## config.mk

```make
export PLATFORM = sky130hd
export DESIGN_NAME = sisc_ctrl_flat
export DESIGN_NICKNAME = d
export VERILOG_FILES = /design/src/rtl/sisc_ctrl_pkg.sv /design/src/rtl/sisc_ctrl_if.sv /design/src/rtl/sisc_ctrl_wait_timer.sv /design/src/rtl/sisc_ctrl.sv /design/src/flat_wrapper.sv
export SDC_FILE = /design/constraint.sdc
export NUM_CORES = 1
export LEC_CHECK = 0
export CAP_MARGIN = 25
export CORE_MARGIN = 5
export CORE_UTILIZATION = 30
export CTS_CLUSTER_SIZE = 10
export DETAILED_ROUTE_END_ITERATION = 10
export GPL_TIMING_DRIVEN = 0
export RECOVER_POWER = 50
export SLEW_MARGIN = 20
export SYNTH_ARGS = -nofsm -noshare
export SYNTH_HDL_FRONTEND = slang
export SYNTH_SLANG_ARGS = --single-unit
```

## constraint.sdc

```tcl
create_clock -name clk -period 2.1 [get_ports clk]
set_input_delay 0.315 -clock clk [delete_from_list [all_inputs] [get_ports clk]]
set_output_delay 0.315 -clock clk [all_outputs]
set_load 0.02 [all_outputs]
```

## src/rtl/sisc_ctrl_pkg.sv

```systemverilog
// Shared constants for the SISC multi-cycle controller: opcodes, FSM state
// encoding, status-register bit positions and small decode helpers.
package sisc_ctrl_pkg;

  localparam logic [3:0] OP_NOP     = 4'h0;
  localparam logic [3:0] OP_ALU_RR  = 4'h1;
  localparam logic [3:0] OP_ALU_IMM = 4'h2;
  localparam logic [3:0] OP_LOAD    = 4'h3;
  localparam logic [3:0] OP_STORE   = 4'h4;
  localparam logic [3:0] OP_BRA     = 4'h5;
  localparam logic [3:0] OP_BRR     = 4'h6;
  localparam logic [3:0] OP_BNE     = 4'h7;
  localparam logic [3:0] OP_HALT    = 4'hF;

  // stat = {C,V,N,Z}
  localparam int ST_Z = 0;
  localparam int ST_N = 1;
  localparam int ST_V = 2;
  localparam int ST_C = 3;

  typedef enum logic [2:0] {
    S_RESET     = 3'd0,
    S_FETCH     = 3'd1,
    S_DECODE    = 3'd2,
    S_EXECUTE   = 3'd3,
    S_MEM       = 3'd4,
    S_WRITEBACK = 3'd5,
    S_HALT      = 3'd6
  } state_e;

  function automatic logic is_alu(input logic [3:0] op);
    return (op == OP_ALU_RR) || (op == OP_ALU_IMM);
  endfunction

  function automatic logic is_mem(input logic [3:0] op);
    return (op == OP_LOAD) || (op == OP_STORE);
  endfunction

  function automatic logic is_branch(input logic [3:0] op);
    return (op == OP_BRA) || (op == OP_BRR) || (op == OP_BNE);
  endfunction

  // BRA/BRR take on any masked flag set; BNE takes when none are set.
  function automatic logic br_taken(input logic [3:0] op, input logic [3:0] mm,
                                    input logic [3:0] stat);
    logic hit;
    hit = (mm[ST_C] & stat[ST_C]) | (mm[ST_V] & stat[ST_V]) |
          (mm[ST_N] & stat[ST_N]) | (mm[ST_Z] & stat[ST_Z]);
    return (op == OP_BNE) ? !hit : hit;
  endfunction

endpackage

```

## src/rtl/sisc_ctrl_if.sv

```systemverilog
// Controller <-> datapath/memory signal bundle. master = controller side,
// slave = datapath side.
interface sisc_ctrl_if #(parameter int CNT_W = 16);
  logic [3:0]       opcode;
  logic [3:0]       mm;
  logic [3:0]       stat;
  logic             mem_ready;
  logic             pc_rst;
  logic             pc_write;
  logic             pc_sel;
  logic             br_sel;
  logic             ir_load;
  logic             alu_src;
  logic             stat_en;
  logic             mem_req;
  logic             mem_we;
  logic             wb_sel;
  logic             rf_we;
  logic             halted;
  logic             mem_err;
  logic [CNT_W-1:0] instr_cnt;

  modport master (
    input  opcode, mm, stat, mem_ready,
    output pc_rst, pc_write, pc_sel, br_sel, ir_load, alu_src, stat_en,
           mem_req, mem_we, wb_sel, rf_we, halted, mem_err, instr_cnt
  );

  modport slave (
    output opcode, mm, stat, mem_ready,
    input  pc_rst, pc_write, pc_sel, br_sel, ir_load, alu_src, stat_en,
           mem_req, mem_we, wb_sel, rf_we, halted, mem_err, instr_cnt
  );
endinterface

```

## src/rtl/sisc_ctrl_wait_timer.sv

```systemverilog
// Counts MEM cycles spent without mem_ready; flags the cycle in which the
// MAX-th consecutive not-ready MEM cycle occurs.
module sisc_ctrl_wait_timer #(
  parameter int MAX = 15
) (
  input  logic clk,
  input  logic rst,
  input  logic in_mem,
  input  logic ready,
  output logic expired
);
  localparam int W = $clog2(MAX + 1);

  logic [W-1:0] cnt;

  // Held at zero outside MEM, so every MEM visit starts from a clean count.
  always_ff @(posedge clk) begin
    if (rst || !in_mem) cnt <= '0;
    else if (!ready)    cnt <= cnt + 1'b1;
  end

  // ready has priority: a response on the limit cycle is still accepted.
  assign expired = in_mem && !ready && (cnt == W'(MAX - 1));

endmodule

```

## src/rtl/sisc_ctrl.sv

```systemverilog
// SISC multi-cycle control unit: FETCH/DECODE/EXECUTE/MEM/WRITEBACK sequencing,
// Moore strobe decode, memory timeout handling and retired-instruction count.
module sisc_ctrl
  import sisc_ctrl_pkg::*;
#(
  parameter int MEM_WAIT_MAX = 15,
  parameter int CNT_W        = 16
) (
  input  logic         clk,
  input  logic         rst,
  sisc_ctrl_if.master  bus
);

  state_e           state;
  logic [3:0]       op_q;
  logic [3:0]       mm_q;
  logic [CNT_W-1:0] cnt_q;
  logic             err_q;
  logic             in_mem;
  logic             timeout;

  assign in_mem = (state == S_MEM);

  sisc_ctrl_wait_timer #(.MAX(MEM_WAIT_MAX)) u_wait (
    .clk     (clk),
    .rst     (rst),
    .in_mem  (in_mem),
    .ready   (bus.mem_ready),
    .expired (timeout)
  );

  always_ff @(posedge clk) begin
    if (rst) begin
      state <= S_RESET;
      op_q  <= '0;
      mm_q  <= '0;
      cnt_q <= '0;
      err_q <= 1'b0;
    end else begin
      case (state)
        S_RESET:  state <= S_FETCH;
        S_FETCH:  state <= S_DECODE;
        S_DECODE: begin
          op_q  <= bus.opcode;
          mm_q  <= bus.mm;
          state <= (bus.opcode == OP_HALT) ? S_HALT : S_EXECUTE;
        end
        S_EXECUTE: begin
          if (is_mem(op_q))      state <= S_MEM;
          else if (is_alu(op_q)) state <= S_WRITEBACK;
          else begin
            state <= S_FETCH;
            cnt_q <= cnt_q + 1'b1;
          end
        end
        S_MEM: begin
          if (bus.mem_ready) begin
            if (op_q == OP_LOAD) state <= S_WRITEBACK;
            else begin
              state <= S_FETCH;
              cnt_q <= cnt_q + 1'b1;
            end
          end else if (timeout) begin
            state <= S_HALT;
            err_q <= 1'b1;
          end
        end
        S_WRITEBACK: begin
          state <= S_FETCH;
          cnt_q <= cnt_q + 1'b1;
        end
        S_HALT:  state <= S_HALT;
        default: state <= S_RESET;
      endcase
    end
  end

  // Strobes are pure functions of the state register plus latched IR fields;
  // only the branch decision looks at live stat, sampled during EXECUTE.
  always_comb begin
    bus.pc_rst   = 1'b0;
    bus.pc_write = 1'b0;
    bus.pc_sel   = 1'b0;
    bus.br_sel   = 1'b0;
    bus.ir_load  = 1'b0;
    bus.alu_src  = 1'b0;
    bus.stat_en  = 1'b0;
    bus.mem_req  = 1'b0;
    bus.mem_we   = 1'b0;
    bus.wb_sel   = 1'b1;
    bus.rf_we    = 1'b0;
    bus.halted   = 1'b0;
    case (state)
      S_RESET: bus.pc_rst = 1'b1;
      S_FETCH: begin
        bus.ir_load  = 1'b1;
        bus.pc_write = 1'b1;
      end
      S_EXECUTE: begin
        if (is_alu(op_q)) begin
          bus.stat_en = 1'b1;
          bus.alu_src = (op_q == OP_ALU_IMM);
        end
        if (is_branch(op_q)) begin
          bus.br_sel = (op_q == OP_BRR);
          if (br_taken(op_q, mm_q, bus.stat)) begin
            bus.pc_write = 1'b1;
            bus.pc_sel   = 1'b1;
          end
        end
      end
      S_MEM: begin
        bus.mem_req = 1'b1;
        bus.mem_we  = (op_q == OP_STORE);
        bus.wb_sel  = (op_q != OP_LOAD);
      end
      S_WRITEBACK: begin
        bus.rf_we  = 1'b1;
        bus.wb_sel = (op_q != OP_LOAD);
      end
      S_HALT:  bus.halted = 1'b1;
      default: ;
    endcase
  end

  assign bus.mem_err   = err_q;
  assign bus.instr_cnt = cnt_q;

endmodule

```

## src/flat_wrapper.sv

```systemverilog
// flat-port wrapper written by rule: the top's interface ports become plain ports
module sisc_ctrl_flat import sisc_ctrl_pkg::*;
#(
  parameter int MEM_WAIT_MAX = 15,
  parameter int CNT_W        = 16
)
  (clk, rst, bus_opcode, bus_mm, bus_stat, bus_mem_ready, bus_pc_rst, bus_pc_write, bus_pc_sel, bus_br_sel, bus_ir_load, bus_alu_src, bus_stat_en, bus_mem_req, bus_mem_we, bus_wb_sel, bus_rf_we, bus_halted, bus_mem_err, bus_instr_cnt);
  sisc_ctrl_if #(.CNT_W(CNT_W)) bus_i ();
  input  logic clk;
  input  logic rst;
  input wire logic [$bits(bus_i.opcode)-1:0] bus_opcode;
  input wire logic [$bits(bus_i.mm)-1:0] bus_mm;
  input wire logic [$bits(bus_i.stat)-1:0] bus_stat;
  input wire logic [$bits(bus_i.mem_ready)-1:0] bus_mem_ready;
  output wire logic [$bits(bus_i.pc_rst)-1:0] bus_pc_rst;
  output wire logic [$bits(bus_i.pc_write)-1:0] bus_pc_write;
  output wire logic [$bits(bus_i.pc_sel)-1:0] bus_pc_sel;
  output wire logic [$bits(bus_i.br_sel)-1:0] bus_br_sel;
  output wire logic [$bits(bus_i.ir_load)-1:0] bus_ir_load;
  output wire logic [$bits(bus_i.alu_src)-1:0] bus_alu_src;
  output wire logic [$bits(bus_i.stat_en)-1:0] bus_stat_en;
  output wire logic [$bits(bus_i.mem_req)-1:0] bus_mem_req;
  output wire logic [$bits(bus_i.mem_we)-1:0] bus_mem_we;
  output wire logic [$bits(bus_i.wb_sel)-1:0] bus_wb_sel;
  output wire logic [$bits(bus_i.rf_we)-1:0] bus_rf_we;
  output wire logic [$bits(bus_i.halted)-1:0] bus_halted;
  output wire logic [$bits(bus_i.mem_err)-1:0] bus_mem_err;
  output wire logic [$bits(bus_i.instr_cnt)-1:0] bus_instr_cnt;
  assign bus_i.opcode = bus_opcode;
  assign bus_i.mm = bus_mm;
  assign bus_i.stat = bus_stat;
  assign bus_i.mem_ready = bus_mem_ready;
  assign bus_pc_rst = bus_i.pc_rst;
  assign bus_pc_write = bus_i.pc_write;
  assign bus_pc_sel = bus_i.pc_sel;
  assign bus_br_sel = bus_i.br_sel;
  assign bus_ir_load = bus_i.ir_load;
  assign bus_alu_src = bus_i.alu_src;
  assign bus_stat_en = bus_i.stat_en;
  assign bus_mem_req = bus_i.mem_req;
  assign bus_mem_we = bus_i.mem_we;
  assign bus_wb_sel = bus_i.wb_sel;
  assign bus_rf_we = bus_i.rf_we;
  assign bus_halted = bus_i.halted;
  assign bus_mem_err = bus_i.mem_err;
  assign bus_instr_cnt = bus_i.instr_cnt;
  sisc_ctrl #(.MEM_WAIT_MAX(MEM_WAIT_MAX), .CNT_W(CNT_W)) u_core (.clk(clk), .rst(rst), .bus(bus_i));
endmodule
```

======== After elaboration in Yosys (flattened, before gate mapping) ========
Cells that the tools add are included.
storage, ports and cells
  register bits ........................... 32
  output and inout bits ................... 29
operators by class
  eq/ne operators ......................... 21
  mux-type cells .......................... 30
  bitwise logic cells ..................... 8
  add/sub/neg operators ................... 2
  reduce and logical (&&, ||, !) cells .... 16
operators with widths
  operator                                       number
  two-way mux 16 bit                             4
  case mux 16 bit (3 select lines)               1
  two-way mux 3 bit                              6
  case mux 3 bit (6 select lines)                1
  two-way mux 1 bit                              17
  adder 16 x 1 -> 16 bit, second input constant  1
  == test 4 x 3 -> 1 bit, second input constant  4
  == test 3 bit, second input constant           3
  == test 4 x 2 -> 1 bit, second input constant  2
  == test 4 bit, second input constant           2
  != test 2 bit, second input constant           4
  == test 3 x 2 -> 1 bit, second input constant  2
  logical OR 1 bit                               5
  AND reduction 5 bit                            1
  adder 4 x 1 -> 4 bit, second input constant    1
  bitwise AND 1 bit                              4
  == test 4 x 1 -> 1 bit, second input constant  1
  != test 4 x 2 -> 1 bit, second input constant  1
  OR reduction 2 bit                             2
  == test 3 x 1 -> 1 bit, second input constant  1
  zero test 1 bit                                3
  zero test 3 bit                                1
  != test 3 x 2 -> 1 bit, second input constant  1
  bitwise OR 1 bit                               3
  5 further kinds                                6

======== Logic depth before layout (Yosys ltp) ========
Gate-level depths: netlist of the first run.
  depth in word-level cells ............... 9
  depth in mapped cells ................... 7

======== By module ========
Synthesis of the first run repeated with hierarchy kept, for this count alone.
second synthesis, totals
  cell total of the unflattened synthesis .. 199
  area, all modules ....................... 1732.9 µm²
modules (own cells, without submodules)
  module                times used  area an instance (µm²)  seq. area each (µm²)  cells an instance
  sisc_ctrl             1           1540.2                  560.5                 178
  sisc_ctrl_wait_timer  1           192.7                   80.1                  21

======== Worst setup path after synthesis of the first run ========
No wires, ideal clock.
  kind .................................... flip-flop to flip-flop
  start point ............................. reg u_core.state[2]
  end point ............................... reg u_core.cnt_q[3] (netlist: u_core.bus.instr_cnt[3])
  library setup time ...................... 0.128 ns
  path buffers ............................ 1
  period minus slack after synthesis ...... 2.070 ns
  arrival time ............................ 1.943 ns
  stages on the path, launching flop included .. 7
  required time ........................... 1.972 ns
  setup slack ............................. 0.030 ns
  cells stage by stage .................... dfxtp_1 -> nor3b_1 -> and2_4 -> or4_4 -> buf_6 -> xor2_1 -> nor2_1
between the ends
  cells in the longest elaborated chain, start to end .. 3
  elaborated cells on any way between the ends .. 10
  classes of those cells .................. eq/ne: 7; mux: 1; reduce/logical: 2
ends and longest elaborated chain
  item                                                                         RTL line         RTL
  start, declared                                                              sisc_ctrl.sv:14  state_e state;
  start signal, assigned                                                       sisc_ctrl.sv:46  state <= (bus.opcode == OP_HALT) ? S_HALT : S_EXECUTE;
  == test 3 x 2 -> 1 bit / == test 3 bit (equally long branches)               sisc_ctrl.sv:40  case (state)
  != test 2 bit (no source line) / nonzero test 3 bit (equally long branches)  -
  AND reduction 5 bit (no source line)                                         -
  end signal, assigned                                                         sisc_ctrl.sv:53  cnt_q <= cnt_q + 1'b1;
  end signal, assigned                                                         sisc_ctrl.sv:61  cnt_q <= cnt_q + 1'b1;
  end signal, assigned                                                         sisc_ctrl.sv:70  cnt_q <= cnt_q + 1'b1;
  end, declared                                                                sisc_ctrl.sv:17  logic [CNT_W-1:0] cnt_q;
Several ways; a longest one is shown, not always the timed one.
A chain may end at the register's enable or synchronous reset.

======== Final worst setup path of the first run ========
  start point ............................. reg u_core.state[2]
  end point ............................... reg u_core.cnt_q[15] (netlist: u_core.bus.instr_cnt[15])
The elaborated chain is that of the path after synthesis.

==> metrics.txt, run 1 <==
Cell variety after synth=47; Synth Flop Type=dfxtp_1; CTS Buf Count=5; Initial Utilization=0.308; vias in the first global route=about 1700; Leak=about 0.95 nW; max cap viols=0; cells along the critical path=nor3b_4 -> buf_4 -> and2_4 -> or4_4 -> buf_6 -> o41ai_2 -> a21oi_2; Sequential Area=about 660 sq um; Final Max Tran Viols=0; startpoint types=register; fin nets=284; P&R area growth vs syn=48.8%; clock buffer depth=2; syn_nets=approximately 220; FMAX=roughly 0.48 GHz; Reg clk slew, reported paths=around 60 ps; ANT cells=0; fin crit share=0.997; Compound-Gate Fraction of Synth Area=0.145; layout cells sized above 1=0.213; status=finished, final reports clean; DRT Pass-1 Iters=4; Slew @ Worst Pin=roughly 600 ps; CTS Sinks=32; most area-consuming cells after synthesis=dfxtp_1, nor2_1, a21oi_1; die outline height=roughly 85 microns; Final HPWL DP=3160 microns; Crit. End Element=register; Worst Hold Class=in -> reg; Global Route Usage Sum=0.129; die area=roughly 0.0073 sq mm; Met1 Wirelength=between 2000 and 2500 microns; slowest cell delay on critical path=between 500 and 600 ps; IO Count=44; Post-Syn Area=0.00170 sq mm; Routability Congestion=between 0.7 and 0.8; remaining antenna violation count after routing=0; clock root cell=clkbuf_8; CP max FO=6; clk_lat worst skew=approximately 290 ps; Yosys top cell area share=0.378; Buffers & Inverters on Critical Path=2; DR WL/cell=~14 microns; post-synthesis async set-or-reset flop share=0; vias per cell=roughly 5.0; slowest CP cell=or4_4; RSZ-0062 raised after global routing=true; #FFs+latches synth=32; largest family of logic cells by synthesized area=simple AND/OR/NAND/NOR gates; synth warn=0; Finished Layout Cells=~340; Clock Skew=between 10 and 15 ps; power per cell area=between 500 and 600 mW/mm^2; peak supply drop=367 uV; footprint of the multi-input gates=~0.001 sq mm; Final Power=between 0.001 and 0.0015 W; met3 wire length=312 microns; Cells after Synth=201; Required @ worst endpoint=roughly 2200 ps; first-pass GRT wire length=around 7700 microns; sequential area share after synthesis=0.378; Max Used Layer=met4; pin count of the biggest net entering global routing=11; commonest non-fill, non-tap cell in the layout=clkdlybuf4s50_1; number of synthesized flops with an enable pin=0; DR vias=approximately 1700; worst path arrival time=around 2200 ps; top cell family by delay on the critical path=simple AND/OR/NAND/NOR gates; Final Util=0.458; fill cell count=~540; Rows=27; hold buffer count at CTS=0; Finished Cell Area=approximately 0.0025 sq mm; metal2 WL=2170 microns; Final setup viols=0; final wirelength=4640 microns; mux share of post-synthesis cell area=0.0539; Tmin final=about 2100 ps; Simple-Gate Fraction of Synth Area=0.307; WS Path Type=reg -> reg; Rel. slew slack=0.603; H-tree Lvls=2; core area=approximately 0.0055 sq mm; final hold vios=0; PortBufs=between 40 and 50; Synth Area in XOR/XNOR=0.0465; antenna violations before repair=0; grt ovf=0; placed cell count=between 300 and 400; CTS tree=done; Synth area leader=dfxtp_1; most frequent cells in the layout=clkdlybuf4s50_1, nor2_1, dfxtp_1, buf_4, a21oi_1; Chip Width=about 85 microns; post-route DRC violation count=0; Post-DP Area=0.00221 sq mm; adder-cell share of the synthesized area=0.0221; Avg Inst Size Synth=approximately 8.4 sq um; DRT iter0 DRCs=75
[synthesized netlist by cell type (2+ instances only)]
cell type,count
ha_1,3
nand3_1,8
and4_1,3
and4b_2,2
dfxtp_1,32
nand2b_1,4
o31ai_1,4
and2b_1,2
or3_1,5
or4_1,3
nor3_1,4
inv_1,6
nor2_1,31
nand2_1,11
xor2_1,5
and3b_2,2
o21ai_0,9
buf_2,2
mux2i_1,8
xnor2_1,4
buf_6,2
clkbuf_1,5
and3_1,2
a22oi_1,2
nor3b_1,2
nand4_1,3
a21oi_1,17
[routing by layer]
| layer | GRT usage | vias to the layer above |
|---|---|---|
| met3 | 0.0417 | 7 |
| met1 | 0.156 | 783 |
| li1 | - | 852 |
| met4 | 0.0475 | 0 |
| met5 | 0 | - |
| met2 | 0.212 | 41 |
[power by group]
group	switching, W	leakage, nW	internal, W	total [W]
Combinational	0.000105	0.625	0.000106	0.000211
Clock	0.000233	0.0645	0.000419	0.000652
Sequential	0.0000137	0.262	0.000621	0.000634
Total	0.000352	0.952	0.00115	0.00150
[worst register-to-register path: stages (launching register included)]
cell and delay, ps:
dfxtp_4 360, nor3b_4 170, buf_4 140, and2_4 140
or4_4 580, buf_6 160, o41ai_2 320, a21oi_2 90
[final cells by class]
cell class,instances,share of cell area
multi-input cells,153,0.406
clock buffers,7,0.0382
repair buffers,59,0.213
clock inverters,1,0.0119
inverters,6,0.00893
plain buffers,9,0.0253
flip-flops and latches,32,0.261
well taps,72,0.0357
[kinds of logic (layout without fill, tap and decap cells)]
kind of cell               Yosys count  in the layout
AOI/OAI and AO/OA                   40             40
xor gates and xnor gates             9              9
adders and majority gates            3              3
buffers and inverters               16             82
DFF                                 32             32
muxes                                9              9
and+or+nand+nor                     92             92
[path summary, 6_finish.rpt]
check | depth (start not counted) | to | slack [ps] | startpoint
setup / recovery | 7 | u_core.bus.instr_cnt[15] | 7 | u_core.state[2]
hold / removal | 3 | u_core.u_wait.cnt[1] | 450 | bus_mem_ready
setup reg to reg | 7 | u_core.bus.instr_cnt[15] | 7 | u_core.state[2]
hold reg to reg | 2 | u_core.bus.instr_cnt[15] | 490 | u_core.bus.instr_cnt[15]
[sequential cells by signal (all words and copies together) (netlist names)]
| signal | flops |
|---|---|
| u_core.u_wait.cnt | 4 |
| u_core.bus.mem_err | 1 |
| u_core.mm_q | 4 |
| u_core.state | 3 |
| u_core.op_q | 4 |
| u_core.bus.instr_cnt | 16 |
[timing repair]
item / 4_1_cts / 5_1_grt
setup buffers: 8 / 8
cloned: 1 / 1
pin swaps: 6 / 7
setup endpoints to repair: 19 / 9
gates resized for setup: 33 / 13
[per-stage QoR]
| stage | TNS (ps) | worst slack (ps) | hold WS, ps |
|---|---|---|---|
| 2_1_floorplan | 0 | 29.9 | 461 |
| 3_3_place_gp | -2050 | -448 | 467 |
| 3_5_place_dp | -2040 | -451 | 470 |
| 4_1_cts | 0 | 1.64 | 460 |
| 5_1_grt | -146 | -42.3 | 509 |
| 6_report | 0 | 7.16 | 453 |
Power figures use the tool's default switching activity.
==> run 2, diff against run 1 <==
- CTS_CLUSTER_SIZE: 10 -> not set
==> results of run 2 <==
No change in the layout: final DEF, timing and power equal those of run 1.
